## src/rtl/pattern_match_cfg_ctrl_if.sv

```systemverilog
// Bus between the CFGLUT5 configuration sequencer and its environment:
// reconfiguration request, pattern inputs, CDI/CE chain drive, status and match result.
interface pattern_match_cfg_ctrl_if #(
    parameter int unsigned NUM_LUTS = 16
);
    localparam int unsigned PW = 5 * NUM_LUTS;

    logic                    cfg_start;
    logic [PW-1:0]           pattern_mask;
    logic [PW-1:0]           pattern_match;
    logic                    cfg_out;
    logic                    cfg_ce;
    logic                    cfg_busy;
    logic                    cfg_done;
    logic                    cfg_valid;
    logic [2*NUM_LUTS-1:0]   match_cfglut;
    logic                    match;

    // Environment side: software register block plus the LUT array
    modport master (
        output cfg_start, pattern_mask, pattern_match, match_cfglut,
        input  cfg_out, cfg_ce, cfg_busy, cfg_done, cfg_valid, match
    );

    // Sequencer side
    modport slave (
        input  cfg_start, pattern_mask, pattern_match, match_cfglut,
        output cfg_out, cfg_ce, cfg_busy, cfg_done, cfg_valid, match
    );
endinterface

```

## src/rtl/pattern_match_cfg_ctrl.sv

```systemverilog
// Configuration sequencer and result collector for a chain of CFGLUT5s forming an
// 80-bit masked pattern matcher. Truth tables are generated bit by bit during the shift.
module pattern_match_cfg_ctrl #(
    parameter int unsigned NUM_LUTS = 16
) (
    input logic                    clk,
    input logic                    reset,
    pattern_match_cfg_ctrl_if.slave bus
);
    localparam int unsigned PW    = 5 * NUM_LUTS;
    localparam int unsigned NBITS = 32 * NUM_LUTS;
    localparam int unsigned KW    = $clog2(NBITS);
    localparam logic [KW-1:0] KLast = KW'(NBITS - 1);

    localparam logic [0:0] StIdle  = 1'b0;
    localparam logic [0:0] StShift = 1'b1;

    logic [0:0]    state_q, state_d;
    logic [KW-1:0] k_q, k_d;
    logic [PW-1:0] mask_q, mask_d;
    logic [PW-1:0] pmatch_q, pmatch_d;
    logic          cfg_out_q, cfg_out_d;
    logic          cfg_ce_q, cfg_ce_d;
    logic          cfg_done_q, cfg_done_d;
    logic          cfg_valid_q, cfg_valid_d;
    logic          match_q, match_d;
    logic          start_acc;
    logic [KW-1:0] k_inc;

    logic [NUM_LUTS-1:0] o6;
    logic [NUM_LUTS-1:0] unused_o5;

    // Bit k of the chain stream: first bit lands in the last LUT's INIT[31].
    function automatic logic lut_bit(input logic [PW-1:0] m, input logic [PW-1:0] p,
                                     input logic [KW-1:0] k);
        int unsigned lut;
        logic [4:0]  addr;
        logic [4:0]  ms;
        logic [4:0]  ps;
        lut  = NUM_LUTS - 1 - (32'(k) >> 5);
        addr = ~k[4:0];  // 31 - (k mod 32)
        ms   = 5'(m >> (5 * lut));
        ps   = 5'(p >> (5 * lut));
        return ((addr & ms) == ps);
    endfunction

    // Split LUT outputs; only O6 contributes to the result
    always_comb begin
        o6        = '0;
        unused_o5 = '0;
        for (int i = 0; i < int'(NUM_LUTS); i++) begin
            o6[i]        = bus.match_cfglut[2*i];
            unused_o5[i] = bus.match_cfglut[2*i+1];
        end
    end

    // Next-state: accept a load in idle, stream one configuration bit per cycle in shift
    always_comb begin
        state_d     = state_q;
        k_d         = k_q;
        mask_d      = mask_q;
        pmatch_d    = pmatch_q;
        cfg_out_d   = 1'b0;
        cfg_ce_d    = 1'b0;
        cfg_done_d  = 1'b0;
        cfg_valid_d = cfg_valid_q;
        start_acc   = 1'b0;
        k_inc       = k_q + 1'b1;
        case (state_q)
            StIdle: begin
                if (bus.cfg_start) begin
                    start_acc   = 1'b1;
                    state_d     = StShift;
                    k_d         = '0;
                    mask_d      = bus.pattern_mask;
                    pmatch_d    = bus.pattern_match;
                    cfg_valid_d = 1'b0;
                    cfg_ce_d    = 1'b1;
                    // Bit 0 comes straight from the inputs so it is ready right after acceptance
                    cfg_out_d   = lut_bit(bus.pattern_mask, bus.pattern_match, '0);
                end
            end
            StShift: begin
                if (k_q == KLast) begin
                    state_d     = StIdle;
                    cfg_valid_d = 1'b1;
                    cfg_done_d  = 1'b1;
                end else begin
                    k_d       = k_inc;
                    cfg_ce_d  = 1'b1;
                    cfg_out_d = lut_bit(mask_q, pmatch_q, k_inc);
                end
            end
            default: state_d = StIdle;
        endcase
        // Compare only against a completed configuration; blank on a new load
        match_d = cfg_valid_q & ~start_acc & (&o6);
    end

    // State and registered outputs
    always_ff @(posedge clk or posedge reset) begin
        if (reset) begin
            state_q     <= StIdle;
            k_q         <= '0;
            mask_q      <= '0;
            pmatch_q    <= '0;
            cfg_out_q   <= 1'b0;
            cfg_ce_q    <= 1'b0;
            cfg_done_q  <= 1'b0;
            cfg_valid_q <= 1'b0;
            match_q     <= 1'b0;
        end else begin
            state_q     <= state_d;
            k_q         <= k_d;
            mask_q      <= mask_d;
            pmatch_q    <= pmatch_d;
            cfg_out_q   <= cfg_out_d;
            cfg_ce_q    <= cfg_ce_d;
            cfg_done_q  <= cfg_done_d;
            cfg_valid_q <= cfg_valid_d;
            match_q     <= match_d;
        end
    end

    assign bus.cfg_out   = cfg_out_q;
    assign bus.cfg_ce    = cfg_ce_q;
    assign bus.cfg_busy  = (state_q == StShift);
    assign bus.cfg_done  = cfg_done_q;
    assign bus.cfg_valid = cfg_valid_q;
    assign bus.match     = match_q;
endmodule
```

## src/flat_wrapper.sv

```systemverilog
// flat-port wrapper written by rule: the top's interface ports become plain ports
module pattern_match_cfg_ctrl_flat 
#(
    parameter int unsigned NUM_LUTS = 16
)
  (clk, reset, bus_cfg_start, bus_pattern_mask, bus_pattern_match, bus_match_cfglut, bus_cfg_out, bus_cfg_ce, bus_cfg_busy, bus_cfg_done, bus_cfg_valid, bus_match);
  pattern_match_cfg_ctrl_if #(.NUM_LUTS(NUM_LUTS)) bus_i ();
  input logic clk;
  input logic reset;
  input wire logic [$bits(bus_i.cfg_start)-1:0] bus_cfg_start;
  input wire logic [$bits(bus_i.pattern_mask)-1:0] bus_pattern_mask;
  input wire logic [$bits(bus_i.pattern_match)-1:0] bus_pattern_match;
  input wire logic [$bits(bus_i.match_cfglut)-1:0] bus_match_cfglut;
  output wire logic [$bits(bus_i.cfg_out)-1:0] bus_cfg_out;
  output wire logic [$bits(bus_i.cfg_ce)-1:0] bus_cfg_ce;
  output wire logic [$bits(bus_i.cfg_busy)-1:0] bus_cfg_busy;
  output wire logic [$bits(bus_i.cfg_done)-1:0] bus_cfg_done;
  output wire logic [$bits(bus_i.cfg_valid)-1:0] bus_cfg_valid;
  output wire logic [$bits(bus_i.match)-1:0] bus_match;
  assign bus_i.cfg_start = bus_cfg_start;
  assign bus_i.pattern_mask = bus_pattern_mask;
  assign bus_i.pattern_match = bus_pattern_match;
  assign bus_i.match_cfglut = bus_match_cfglut;
  assign bus_cfg_out = bus_i.cfg_out;
  assign bus_cfg_ce = bus_i.cfg_ce;
  assign bus_cfg_busy = bus_i.cfg_busy;
  assign bus_cfg_done = bus_i.cfg_done;
  assign bus_cfg_valid = bus_i.cfg_valid;
  assign bus_match = bus_i.match;
  pattern_match_cfg_ctrl #(.NUM_LUTS(NUM_LUTS)) u_core (.clk(clk), .reset(reset), .bus(bus_i));
endmodule
```

## config.mk

```make
export PLATFORM = sky130hd
export DESIGN_NAME = pattern_match_cfg_ctrl_flat
export DESIGN_NICKNAME = d
export VERILOG_FILES = /design/src/rtl/pattern_match_cfg_ctrl_if.sv /design/src/rtl/pattern_match_cfg_ctrl.sv /design/src/flat_wrapper.sv
export SDC_FILE = /design/constraint.sdc
export NUM_CORES = 1
export LEC_CHECK = 0
export ABC_AREA = 1
export BUFFER_PORTS_ARGS = -buffer_cell sky130_fd_sc_hd__buf_2
export CAP_MARGIN = 20
export CORE_ASPECT_RATIO = 0.5
export CORE_MARGIN = 5
export CORE_UTILIZATION = 35
export CTS_CLUSTER_SIZE = 30
export DETAILED_ROUTE_END_ITERATION = 16
export GPL_TIMING_DRIVEN = 0
export SYNTH_ARGS = -nofsm -noshare
export SYNTH_HDL_FRONTEND = slang
export SYNTH_SLANG_ARGS = --single-unit
```

## constraint.sdc

```tcl
create_clock -name clk -period 9.7 [get_ports clk]
set_input_delay 2.425 -clock clk [delete_from_list [all_inputs] [get_ports clk]]
set_output_delay 2.425 -clock clk [all_outputs]
set_load 0.03 [all_outputs]
```

# Word-level counts from Yosys, hierarchy flattened
# Index checks and enable logic that the tools add are counted.
# op_classes
add_sub_neg,2
mul,1
eq_ne,6
shifts,2
n_mux,15
bitwise_logic,6
reduce_logical,4
# ops
op,count
>> shifter 80 x 32 -> 5 bit,2
"multiplier 3 x 32 -> 32 bit, first input constant",1
2-to-1 mux 9 bit,2
case mux 9 bit (2 select lines),1
AND reduction 16 bit,1
equality test 5 bit,2
"adder 9 x 1 -> 9 bit, second input constant",1
"equality test 9 bit, second input constant",1
2-to-1 mux 1 bit,9
"inequality test 2 bit, second input constant",3
case mux 1 bit (2 select lines),3
AND reduction 2 bit,3
AND 5 bit,1
NOT 5 bit,1
"subtractor 4 x 4 -> 5 bit, first input constant",1
AND 1 bit,2
NOT 1 bit,2
# word_totals
ff_bits,174
input_bits,195
output_inout_bits,6
wordCells,44

# Logic depth before layout (Yosys ltp)
# depth
word_depth,8
ltp_mapped,28
ltp_nobuf,26

# Worst setup path after synthesis
# No wires, ideal clock.
# synth_path
path_kind,reg2reg
from,register u_core.k_q[0]
to,"register u_core.cfg_out_q, in the netlist u_core.bus.cfg_out"
setup_ps,66
t_arrival_ps,3688
required_ps,9634
setup_slack_ps,5946
stages_incl_launch_ff,25
path_buffers,3
synth_period_minus_slack_ps,3754
path_cell_list,dfrtp_1 ha_1 nand2_1 nor2_1 nand3_1 nand2_2 buf_4 buf_2 buf_4 xor2_1 ha_1 inv_1 fa_1 inv_1 nor3_1 inv_1 nor2_1 o211ai_1 nand2_1 nor2_1 nor2_1 nand2_1 nor2_1 nand2_1 nand2_1
# synth_between
elab_chain_cells,8
word_cells_on_any_way,11
classes_between,add/sub: 2; mul: 1; eq/ne: 2; shift: 2; mux: 2; bitwise: 2
# synth_rtl
element,line_no,source
"start, declared",pattern_match_cfg_ctrl.sv:19,"logic [KW-1:0] k_q, k_d;"
"start signal, assigned",pattern_match_cfg_ctrl.sv:114,k_q <= k_d;
adder 9 x 1 -> 9 bit,pattern_match_cfg_ctrl.sv:68,k_inc = k_q + 1'b1;
subtractor 4 x 4 -> 5 bit,pattern_match_cfg_ctrl.sv:40,lut = NUM_LUTS - 1 - (32'(k) >> 5);
multiplier 3 x 32 -> 32 bit,"pattern_match_cfg_ctrl.sv:42, pattern_match_cfg_ctrl.sv:43",
>> shifter 80 x 32 -> 5 bit,pattern_match_cfg_ctrl.sv:42,ms = 5'(m >> (5 * lut));
AND 5 bit,pattern_match_cfg_ctrl.sv:44,return ((addr & ms) == ps);
equality test 5 bit,pattern_match_cfg_ctrl.sv:44,
2-to-1 mux 1 bit (*),pattern_match_cfg_ctrl.sv:84,if (k_q == KLast) begin
case mux 1 bit (2 select lines) (*),pattern_match_cfg_ctrl.sv:69,case (state_q)
named net u_core.cfg_out_d,pattern_match_cfg_ctrl.sv:22,"logic cfg_out_q, cfg_out_d;"
"end signal, assigned",pattern_match_cfg_ctrl.sv:117,cfg_out_q <= cfg_out_d;
"end, declared",pattern_match_cfg_ctrl.sv:22,
# Mark *: on every way through the listed nets, which the timed path passes. The rest lies on a longest branch.
# A chain may end at the register's enable or synchronous reset.

# Worst setup path in the final report
# Same ends and word-level chain as after synthesis.

==> results summary <==
The worst setup path is launched from a flip-flop. After the first detailed-routing iteration, the DRC count stood at 2,431. The run finished with clean final reports. The detailed-placement wirelength estimate came out at 47.3 mm. The aggregate global-route resource usage came out at 31.7%. The endpoint identified for the worst register-to-register timing path is u_core.bus.cfg_out$_DFF_PP0_. The number of placed I/O pins came out at 201. Setup repair after global routing left no endpoint under its margin. The top cell types in the final layout, fill and taps aside, are 807 x nand2_1, 601 x nand3_1, 245 x buf_2. The relative slew slack came out at 20.7%. The post-cts sizing count is 0. The final critical-path share of the clock period is 56.2%.

The via density per instance is 5.76. After synthesis, the netlist uses 36 different library cells. The number of buffers created by CTS is 17. dfrtp_1 takes more of the synthesized area than any other cell.

Based on the critical path, the design can be clocked at up to 183 MHz. The min-delay analysis places its worst path in the category reg2reg. The relative area change from synthesis to final layout came out at 18.0%.

Across the whole layout, storage elements account for 4350 µm². The warning count from the yosys run came out at 0. The count of fill cells added during filler insertion came out at 3,793.

The count of mapped cells out of synthesis is 1,953. The insertion delay to the later sink of the worst-skew pair came out at 470 ps. Of all nets on the critical path, the largest fanout is 10. After detailed routing, the met3 layer carries 7.83 mm of wire. Global routing finished with a remaining overflow of 0. Input and output buffers added on the ports amount to 184. For this configuration, the core starts out at a cell density of 35.7%. The minimum period implied by the final worst setup slack came out at 5450 ps. Clock-pin slew was measured on the worst setup and hold paths at 70 ps. Setup slack on the worst reg-to-reg path comes out at 4250 ps. For the pin with the worst max-slew slack, the measured transition is 1190 ps. The data arrival time of the worst path came out at 5860 ps.

The post-CTS setup-driven buffer insertion count came out at 0. The max-slew violation total from the final report is 0. The die extent in y is 143 µm. The core region is 34,700 µm². The critical path ends at u_core.bus.cfg_out$_DFF_PP0_. The critical path in this run is classified as reg2reg. Detailed routing placed a total of 25.7 mm of wire on met2. The clock sink count is 174.

The worst clock skew came out at 9.78 ps. The via count of the first global-routing pass came out at 14,028. The number of nets in the final layout came out at 2,361.

The number of antenna violations at the first check in global routing is 2. The first-pass GRT wire length is 91.7 mm. In this run, post-CTS hold repair placed 0 buffers. The count of endpoints failing setup in the final report is 0. The root buffer cell chosen for the clock tree is clkbuf_16.

The maximum number of pins on one net before global-route repair came out at 121. The final layout contains routed wiring with a total length of 63.7 mm. The startpoint of the worst register-to-register path is u_core.k_q[0]$_DFFE_PP0P_. The data required time of the critical path came out at 10,110 ps. The number of maximum-capacitance constraint violations is 0. The die is 276 µm wide. The floorplan step defined a die boundary enclosing 39,400 µm².

The final-report hold violation count came to 0. The wire length on met1 is 28.5 mm. The number of DRC violations after detailed routing is 0. The H-tree depth came out at 4. The accumulated negative setup slack came out at 0 ps. After synthesis, flip-flops and latches occupy 35.2% of the total area. In this run the core area contains 48 standard-cell rows. The utilization after layout came out at 42.1%. Yosys attributes the largest share of cell area to dfrtp_1 35%, nand2_1 25%, nand3_1 24%. The flip-flop and latch count after synthesis came out at 174. Tracing the worst setup path back leads to its startpoint at u_core.k_q[0]$_DFFE_PP0P_. The average instance in the mapped netlist occupies 6.33 µm².

Routability-driven placement finished with a final weighted congestion of 1.04. The maximum count of clock buffers along a single path is 2. Summing every instance area after synthesis gives 12,400 µm².

Once detail routing completed, the nets flagged for antenna violations numbered 0. The highest layer touched by signal routing is met5. Leaving out fill and tap cells, the most frequent cell in the layout is nand2_1. The first detailed-routing pass ran for 6 iterations.

The fraction of final layout cells with drive strength greater than 1 came out at 14.5%. The area share of the leading cell type in the synthesized netlist is 35.2%. For the worst flop-to-flop path, the logic depth is 24.

The routed wirelength normalized by instance count is 24.1 µm. TritonCTS built the clock tree. The synthesized net count is 2,154.

The combined area of the multi-input logic cells is 7080 µm². The critical path capture point type is a flip-flop. The total via count in the routed design is 15,269.
worst min-delay path by stage:
stage	cells after the start	to	slack [ps]	start
finish	2	u_core.mask_q[75]$_DFFE_PP0P_	490	u_core.mask_q[75]$_DFFE_PP0P_
global route	2	u_core.pmatch_q[0]$_DFFE_PP0P_	530	u_core.pmatch_q[0]$_DFFE_PP0P_
CTS	2	u_core.pmatch_q[0]$_DFFE_PP0P_	490	u_core.pmatch_q[0]$_DFFE_PP0P_
detailed placement	2	u_core.pmatch_q[0]$_DFFE_PP0P_	480	u_core.pmatch_q[0]$_DFFE_PP0P_
global placement	2	u_core.mask_q[75]$_DFFE_PP0P_	470	u_core.mask_q[75]$_DFFE_PP0P_
floorplan	2	u_core.mask_q[0]$_DFFE_PP0P_	450	u_core.mask_q[0]$_DFFE_PP0P_
registers in the layout, summed over array words and instances (netlist names):
| name | cells |
|---|---|
| u_core.mask_q | 80 |
| u_core.pmatch_q | 80 |
| u_core.k_q | 9 |
| u_core.bus.cfg_ce | 1 |
| u_core.bus.cfg_done | 1 |
| u_core.bus.cfg_out | 1 |
| u_core.bus.cfg_valid | 1 |
| u_core.bus.match | 1 |
Yosys cell counts:
library cell / number
a211oi_1: 1
a21oi_1: 7
a221oi_1: 1
a31oi_1: 1
buf_1: 9
buf_2: 61
buf_4: 17
buf_6: 3
clkbuf_1: 53
clkinv_1: 1
dfrtp_1: 174
fa_1: 1
ha_1: 5
inv_1: 57
inv_2: 2
mux2i_1: 2
nand2_1: 807
nand2_2: 5
nand2_4: 2
nand3_1: 601
nand3_2: 1
nand3_4: 1
nand4_1: 6
nor2_1: 17
nor2_4: 1
nor3_1: 3
o211ai_1: 20
o21a_1: 1
o21ai_0: 65
o21ai_1: 13
o21bai_4: 1
o22ai_1: 6
o31ai_1: 1
or2_0: 1
xnor2_1: 3
xor2_1: 3
area by class of cell:
type	count	area share, %
multi-input combinational	1576	48.5
clock buffer	19	3.11
antenna	1	0.0172
inverter	60	1.60
clock inverter	13	1.19
sequential	174	29.9
tap	475	4.08
timing repair buffer	188	6.81
buffer	143	4.80
metrics by stage:
stage	setup WS, ps	std cells	hold slack, ps	cell area, µm²
finish	4250	2649	491	14600
CTS	4410	2646	495	14500
floorplan	2560	1953	449	12400
global route	3920	2648	526	14600
global placement	315	2612	469	13900
detailed placement	4460	2614	475	13900
metal layers:
metal	GRT usage, %	vias up
met5	0	-
met4	9.24	2
met3	9.67	154
met2	44.9	993
met1	46.6	7212
li1	-	6908
worst max-delay path, stage by stage, from the launching register on:
cell,delay (ps)
dfrtp_1,430
ha_1,210
nand2_1,100
nor2_1,190
nand3_1,140
nand2_2,210
buf_4,210
buf_2,390
buf_4,270
xor2_1,230
ha_1,200
inv_1,60
fa_1,520
inv_1,70
nor3_1,940
inv_1,150
nor2_1,290
o211ai_1,140
nand2_1,200
nor2_1,70
nor2_1,100
nand2_1,60
nor2_1,90
nand2_1,60
nand2_1,50
logic make-up (layout without fill, tap and decap cells):
logic type | count (synthesis) | count (layout) | share of synthesized area [%]
and+or+nand+nor | 1445 | 1445 | 50.6
DFF | 174 | 174 | 35.2
other | 0 | 1 | 0
adders and majority gates | 6 | 6 | 0.668
AOI/OAI and AO/OA | 117 | 117 | 5.42
buffers and inverters | 203 | 423 | 7.48
xor gates and xnor gates | 6 | 6 | 0.425
muxes | 2 | 2 | 0.162
Power is left out: the tool's default activity adds up to more than one toggle a clock period on the data nets, which glitch-free logic cannot reach.
